## config.mk

```make
export PLATFORM = sky130hd
export DESIGN_NAME = gyro_axis_monitor
export DESIGN_NICKNAME = d
export VERILOG_FILES = /design/src/rtl/gyro_axis_monitor.sv
export SDC_FILE = /design/constraint.sdc
export NUM_CORES = 1
export LEC_CHECK = 0
export BUFFER_PORTS_ARGS = -buffer_cell sky130_fd_sc_hd__buf_2
export CORE_UTILIZATION = 55
export DETAILED_ROUTE_END_ITERATION = 12
export GPL_ROUTABILITY_DRIVEN = 1
export PLACE_DENSITY_LB_ADDON = 0.3
export SYNTH_ARGS = -nofsm -noshare
export SYNTH_HDL_FRONTEND = slang
export SYNTH_SLANG_ARGS = --single-unit
```

## constraint.sdc

```tcl
create_clock -name clk -period 11 [get_ports clk]
set_input_delay 1.1 -clock clk [delete_from_list [all_inputs] [get_ports clk]]
set_output_delay 1.1 -clock clk [all_outputs]
set_load 0.05 [all_outputs]
```

## src/rtl/gyro_axis_monitor.sv

```systemverilog
// gyro_axis_monitor: per-axis offset calibration, saturating correction, moving average, peak hold and LED display.
// Optional deadband on the corrected sample is enabled by defining GYRO_DEADBAND_EN.
module gyro_axis_monitor #(
    parameter int N_AXES   = 3,
    parameter int DATA_W   = 16,
    parameter int CAL_LOG2 = 4,
    parameter int AVG_LOG2 = 2,
    parameter int LED_W    = 16,
    parameter int DEADBAND = 8
) (
    input  logic                       clk,
    input  logic                       rst,
    input  logic                       sample_valid,
    input  logic [N_AXES*DATA_W-1:0]   sample_data,
    input  logic                       cal_req,
    input  logic [$clog2(N_AXES)-1:0]  sel,
    input  logic [1:0]                 mode,
    output logic [LED_W-1:0]           led,
    output logic                       cal_done,
    output logic                       out_valid
);
    localparam int SW   = $clog2(N_AXES);
    localparam int AW   = DATA_W + CAL_LOG2;
    localparam int D    = 2 ** AVG_LOG2;
    localparam int SUMW = DATA_W + AVG_LOG2;
    localparam int SH   = DATA_W - 1 - $clog2(LED_W);
    localparam logic signed [DATA_W-1:0] SMAX = {1'b0, {(DATA_W-1){1'b1}}};
    localparam logic signed [DATA_W-1:0] SMIN = {1'b1, {(DATA_W-1){1'b0}}};

    if (LED_W > DATA_W || DEADBAND < 0) begin : g_bad_params
        $error("gyro_axis_monitor: invalid parameters");
    end

    typedef enum logic {CAL, RUN} state_t;
    state_t state, state_nx;

    logic [CAL_LOG2-1:0]      cnt;
    logic                     v1, r1;
    logic signed [AW-1:0]     acc [N_AXES];
    logic signed [AW-1:0]     acc_nx [N_AXES];
    logic signed [DATA_W-1:0] smp [N_AXES];
    logic signed [DATA_W:0]   diff [N_AXES];
    logic signed [DATA_W-1:0] corr_c [N_AXES];
    logic signed [DATA_W-1:0] offset [N_AXES];
    logic signed [DATA_W-1:0] s1 [N_AXES];
    logic signed [DATA_W-1:0] corr1 [N_AXES];
    logic signed [DATA_W-1:0] raw [N_AXES];
    logic signed [DATA_W-1:0] filt [N_AXES];
    logic signed [DATA_W-1:0] filt_nx [N_AXES];
    logic signed [DATA_W-1:0] peak [N_AXES];
    logic signed [DATA_W-1:0] peak_nx [N_AXES];
    logic signed [DATA_W-1:0] win [N_AXES][D];
    logic signed [SUMW-1:0]   sum [N_AXES];
    logic signed [SUMW-1:0]   sum_nx [N_AXES];
    logic [SW-1:0]            sc;
    logic [DATA_W-1:0]        fa, mag;
    logic [LED_W-1:0]         bar, led_nx;

    function automatic logic signed [DATA_W-1:0] sabs(input logic signed [DATA_W-1:0] x);
        return (x == SMIN) ? SMAX : (x < 0) ? -x : x;
    endfunction

    assign cal_done = (state == RUN);

    always_comb begin
        state_nx = cal_req ? CAL : (state == CAL && sample_valid && &cnt) ? RUN : state;
    end

    always_comb begin
        for (int k = 0; k < N_AXES; k++) begin
            smp[k]     = sample_data[k*DATA_W +: DATA_W];
            acc_nx[k]  = acc[k] + smp[k];
            diff[k]    = smp[k] - offset[k];
            corr_c[k]  = (diff[k][DATA_W] != diff[k][DATA_W-1]) ? (diff[k][DATA_W] ? SMIN : SMAX)
                                                                : diff[k][DATA_W-1:0];
`ifdef GYRO_DEADBAND_EN
            corr_c[k]  = (corr_c[k] >= -DEADBAND && corr_c[k] <= DEADBAND) ? '0 : corr_c[k];
`endif
            sum_nx[k]  = sum[k] + corr1[k] - win[k][D-1];
            filt_nx[k] = sum_nx[k][AVG_LOG2 +: DATA_W];
            peak_nx[k] = (sabs(filt_nx[k]) > peak[k]) ? sabs(filt_nx[k]) : peak[k];
        end
    end

    // Out-of-range selects clamp to the last axis.
    always_comb begin
        sc  = (32'(sel) >= N_AXES) ? SW'(N_AXES - 1) : sel;
        fa  = sabs(filt[sc]);
        mag = fa >> SH;
        bar = '0;
        for (int i = 0; i < LED_W; i++) bar[i] = (DATA_W'(i) < mag);
        led_nx = (mode == 2'd0) ? raw[sc][DATA_W-1 -: LED_W] :
                 (mode == 2'd1) ? filt[sc][DATA_W-1 -: LED_W] :
                 (mode == 2'd2) ? bar : peak[sc][DATA_W-1 -: LED_W];
    end

    always_ff @(posedge clk or negedge rst) begin
        if (!rst) begin
            state     <= CAL;
            cnt       <= '0;
            v1        <= 1'b0;
            r1        <= 1'b0;
            out_valid <= 1'b0;
            led       <= '0;
            for (int k = 0; k < N_AXES; k++) begin
                acc[k]    <= '0;
                offset[k] <= '0;
                s1[k]     <= '0;
                corr1[k]  <= '0;
                raw[k]    <= '0;
                filt[k]   <= '0;
                peak[k]   <= '0;
                sum[k]    <= '0;
                for (int j = 0; j < D; j++) win[k][j] <= '0;
            end
        end else begin
            state     <= state_nx;
            v1        <= sample_valid && !cal_req;
            r1        <= (state == RUN);
            out_valid <= v1 && r1 && !cal_req;
            led       <= led_nx;
            for (int k = 0; k < N_AXES; k++) begin
                s1[k]    <= smp[k];
                corr1[k] <= corr_c[k];
                if (v1) raw[k] <= s1[k];
            end
            if (cal_req) begin
                cnt <= '0;
                for (int k = 0; k < N_AXES; k++) begin
                    acc[k]    <= '0;
                    offset[k] <= '0;
                    filt[k]   <= '0;
                    peak[k]   <= '0;
                    sum[k]    <= '0;
                    for (int j = 0; j < D; j++) win[k][j] <= '0;
                end
            end else begin
                if (state == CAL && sample_valid) begin
                    cnt <= cnt + 1'b1;
                    for (int k = 0; k < N_AXES; k++) begin
                        acc[k] <= (&cnt) ? '0 : acc_nx[k];
                        if (&cnt) offset[k] <= acc_nx[k][CAL_LOG2 +: DATA_W];
                    end
                end
                // Only samples that entered the pipeline while in RUN reach the filter.
                if (v1 && r1) begin
                    for (int k = 0; k < N_AXES; k++) begin
                        win[k][0] <= corr1[k];
                        for (int j = 1; j < D; j++) win[k][j] <= win[k][j-1];
                        sum[k]  <= sum_nx[k];
                        filt[k] <= filt_nx[k];
                        peak[k] <= peak_nx[k];
                    end
                end
            end
        end
    end
endmodule

```

==> summary by stage <==
Run status
The run finished with clean final reports.

Hold path
In this run the worst hold path is classified as reg -> reg. For hold timing, the worst endpoint is r1$_DFF_PN0_. The worst hold path was traced through 0 stages.

The launch instance of the worst min-delay path is cal_done$_DFFE_PN0P_.

Floorplanning
The row count is 90. The area of the die is 63,000 um^2. The die is 251 um wide.

The floorplan step defined a core boundary enclosing 60,800 um^2. The die height is 251 um. Once the floorplan was initialized, standard cells occupied 56.1% of the core.

74 I/O pins were placed.

Global route
The initial antenna violation count is 0. The first global-routing pass estimated 138 mm of wire. The combined global-route utilization of all metal layers is 27.2%. For this run the aggregate overflow at the end of global routing stands at 0. The via count of the first global-routing pass is 25,300. Entering global routing, the biggest net connects 191 pins.

Route
The post-detailed-route count of antenna-violating nets is 0. Summing over every cut layer, the via total after detailed routing is 26,500. The wire length after detailed routing is 84.7 mm. The routed wire length per instance is 18.6 um. For this block, the initial DRC count from the detailed router was 2,060. The first detailed-routing pass took 5 iterations.

The number of remaining DRC errors is 0. The routed via count divided by cell count is 5.84.

Finish
Of the cells placed in the final design, the portion with a size suffix greater than 1 is 8.52%. The multi-input gate area in the final layout is 17,900 um^2. At the end of the flow, the number of nets in the layout was 4,044. 0 antenna diodes ended up in the layout. The count of filler cells inserted in the layout is 5,205. The post-synthesis to final-layout area growth is 8.66%.

The combined flip-flop and latch cell area is 14,300 um^2.

Timing
At the pin with the least slew margin, the transition time is 1150 ps. The upper clock frequency limit is 0.152 GHz. On the final layout, the worst clock skew is 43.0 ps. In this run the tightest slew margin relative to its limit is 23.0%. The number of pins with negative max-slew slack in the final report came to 0. Setup repair after global routing left no endpoint under its margin. Adding up every negative setup slack in the final design gives 0 ps.

After layout, the minimum clock period comes to 6560 ps. The final-report hold violation count is 0. Setup slack closes at 4440 ps.

Of the available clock period, the critical path in the final layout requires 59.7%. Setup violations remaining at the end of the flow were counted as 0.

Critical path
The type of the worst setup path is reg -> reg. The startpoint of the worst register-to-register path is corr1[33]$_DFF_PN0_. The setup check on the worst reg-to-reg path leaves a slack of 4440 ps.

In this run the worst path has a maximum fanout of 28. The type of element capturing the critical path is a flip-flop. The arrival time of the worst setup path is 7070 ps. The worst-case reg-to-reg path depth is 25. STA classifies the critical path startpoint as a flip-flop. STA puts the critical path data required time at 11,510 ps. The worst reg2reg path endpoint is peak[32]$_DFFE_PN0P_.

Placed design
Before CTS, the worst setup slack after placement is 4580 ps. The HPWL after detailed placement is 60.5 mm. The count of buffers added on input and output ports is 73. The congestion estimate from routability-driven global placement came to 0.945.

Power
Power spread over the standard cell area amounts to 346 nW/um^2. The peak ir drop on the vdd network is 0.000219 V. For this design the static power due to leakage is 16.9 nW. Summing internal, switching and leakage power gives 12.8 mW.

Synthesis
The count of yosys warnings during synthesis is 0. The synthesized area is 34,100 um^2. The count of flip-flops with a built-in enable after synthesis is 0. Among all cell types in the netlist, the one instantiated most often is sky130_fd_sc_hd__nand2_1. For this run, the leading register cell type out of synthesis is sky130_fd_sc_hd__dfrtp_1.

The post-synthesis average cell area is 9.15 um^2. The share of synthesized area in the top cell type comes to 41.8%. The cell type with the largest total area after synthesis is sky130_fd_sc_hd__dfrtp_1. Summing the sequential cell areas from Yosys gives 41.8% of the chip area. The proportion of register bits with asynchronous set or reset after synthesis is 100%. Counting instances in the post-synthesis netlist gives the leading cell types as sky130_fd_sc_hd__nand2_1, sky130_fd_sc_hd__dfrtp_1, sky130_fd_sc_hd__a21oi_1. After synthesis, the cell types taking the most area are sky130_fd_sc_hd__dfrtp_1, sky130_fd_sc_hd__ha_1, sky130_fd_sc_hd__nand2_1.

The synthesized netlist net count is 4,056. Yosys mapped the design onto 98 distinct sky130hd cell types. The synthesis-stage register bit count is 570. The cell count after synthesis came out at 3,729.

Clock tree
The number of post-CTS setup repair buffers is 0. The clock latency at the later pin of the worst-skew pair is 650 ps. The number of levels in the clock H-tree is 2. The count of clock tree sinks is 570. The cell chosen for the clock root is sky130_fd_sc_hd__clkbuf_16. The number of gates resized after CTS was 0. The clock passes through at most 3 buffers. Hold repair after CTS inserted 0 buffers. Clock-pin slew was measured on the worst setup and hold paths at 60 ps. The number of buffers created by CTS is 61. The CTS tree is built.

Run
The max-capacitance violation count is 0.
[critical path, stage by stage, from the launching register on]
cell                       delay [ps]
sky130_fd_sc_hd__dfrtp_1          340
sky130_fd_sc_hd__inv_1             60
sky130_fd_sc_hd__fa_1             590
sky130_fd_sc_hd__inv_1             60
sky130_fd_sc_hd__ha_1             310
sky130_fd_sc_hd__a211oi_1         340
sky130_fd_sc_hd__nor2_1           110
sky130_fd_sc_hd__xor2_1           190
sky130_fd_sc_hd__inv_1            120
sky130_fd_sc_hd__ha_1             170
sky130_fd_sc_hd__nor3b_1          480
sky130_fd_sc_hd__o21ai_0          280
sky130_fd_sc_hd__nor4_4           300
sky130_fd_sc_hd__nand3_2          330
sky130_fd_sc_hd__nand2_1          200
sky130_fd_sc_hd__ha_1             260
sky130_fd_sc_hd__a21o_1           160
sky130_fd_sc_hd__a21o_1           180
sky130_fd_sc_hd__a21o_1           170
sky130_fd_sc_hd__a21oi_1          130
sky130_fd_sc_hd__nor2b_1           60
sky130_fd_sc_hd__o31ai_1          220
sky130_fd_sc_hd__nand3_1          130
sky130_fd_sc_hd__nand3_1          810
sky130_fd_sc_hd__inv_1            130
sky130_fd_sc_hd__a211oi_1         280
[power breakdown]
group	internal, mW	switching (mW)	total [mW]
clock	1.19	0.881	2.07
sequential	2.39	0.236	2.62
combinational	3.23	4.91	8.14
total	6.81	6.02	12.8
[logic make-up after synthesis]
group	share of synthesized area, %
AOI/OAI and AO/OA	19.0
buffers and inverters	5.84
DFF	41.8
adders and majority gates	11.3
xor gates and xnor gates	4.11
muxes	3.87
and+or+nand+nor	14.1
[sequential cells by signal (all words and copies together) (netlist names), 16 cells and up]
register	flops
acc	60
corr1	48
peak	48
offset	48
raw	48
s1	48
sum	22
win	192
filt	32
led	16
[cells in the final DEF, fill, tap and decap left out, types with 11 or more instances in the layout]
cell                        synthesis  final
sky130_fd_sc_hd__clkinv_2           0     16
sky130_fd_sc_hd__or2_2             11     11
sky130_fd_sc_hd__fa_1              57     57
sky130_fd_sc_hd__nor3_1            49     49
sky130_fd_sc_hd__ha_1             214    214
sky130_fd_sc_hd__a21o_1            50     50
sky130_fd_sc_hd__and3_1            15     15
sky130_fd_sc_hd__o31ai_1           19     19
sky130_fd_sc_hd__nand2b_1          33     33
sky130_fd_sc_hd__o21bai_1          13     13
sky130_fd_sc_hd__xnor2_1          101    101
sky130_fd_sc_hd__mux2_2            64     64
sky130_fd_sc_hd__o211ai_1          18     18
sky130_fd_sc_hd__buf_2             11     71
sky130_fd_sc_hd__clkbuf_1         138     12
sky130_fd_sc_hd__clkbuf_16          0     61
sky130_fd_sc_hd__clkbuf_8           0     11
sky130_fd_sc_hd__nand4_1           18     18
sky130_fd_sc_hd__a31oi_1           33     33
sky130_fd_sc_hd__mux2i_1           60     60
sky130_fd_sc_hd__nor2b_1           42     42
sky130_fd_sc_hd__buf_4              1     19
sky130_fd_sc_hd__nand2_1          577    576
sky130_fd_sc_hd__xor2_1            53     53
sky130_fd_sc_hd__o21ai_0          147    147
sky130_fd_sc_hd__a21oi_1          427    427
sky130_fd_sc_hd__inv_1            347    347
sky130_fd_sc_hd__dfrtp_1          570    569
sky130_fd_sc_hd__a211oi_1          42     42
sky130_fd_sc_hd__nand3_1           44     44
sky130_fd_sc_hd__o21a_1            40     40
sky130_fd_sc_hd__nor2_1           190    188
sky130_fd_sc_hd__o22ai_1           11     11
sky130_fd_sc_hd__and2_1            14     12
sky130_fd_sc_hd__a22o_1            95     95
sky130_fd_sc_hd__or3_1             12     12
[per-stage QoR]
step	hold slack [ps]	instances	util, %	cell area, um^2
6_report	445	4549	60.9	37100
5_1_grt	485	4549	60.9	37100
4_1_cts	449	4549	60.9	37100
2_1_floorplan	449	3729	-	34100
3_5_place_dp	427	4436	57.6	35000
3_3_place_gp	427	4436	57.6	35000
[worst max path at each step]
stage / from / to / cells after the start
2_1_floorplan: corr1[17]$_DFF_PN0_ / peak[28]$_DFFE_PN0P_ / 28
3_3_place_gp: corr1[17]$_DFF_PN0_ / peak[18]$_DFFE_PN0P_ / 25
3_5_place_dp: corr1[33]$_DFF_PN0_ / peak[32]$_DFFE_PN0P_ / 25
4_1_cts: corr1[33]$_DFF_PN0_ / peak[32]$_DFFE_PN0P_ / 25
5_1_grt: corr1[33]$_DFF_PN0_ / peak[32]$_DFFE_PN0P_ / 25
6_report: corr1[33]$_DFF_PN0_ / peak[32]$_DFFE_PN0P_ / 25
[per-layer routing]
layer	up-vias	part of all wire (%)	wire length (um)	GRT usage, %
met2	662	46	38700	42.9
met4	0	2.6	2210	7.46
met3	128	5.5	4630	4.07
li1	12800	-	-	-
met1	12900	46	39100	39.2
met5	-	0	0	0
[cell type report]
type,instances,share of cell area [%]
repair buffers,95,1.59
clock inverters,29,0.820
inverters,347,3.51
flip-flops and latches,570,38.5
well taps,782,2.64
multi-input cells,2642,48.3
clock buffers,84,4.65
(Power assumes the default switching activity.)
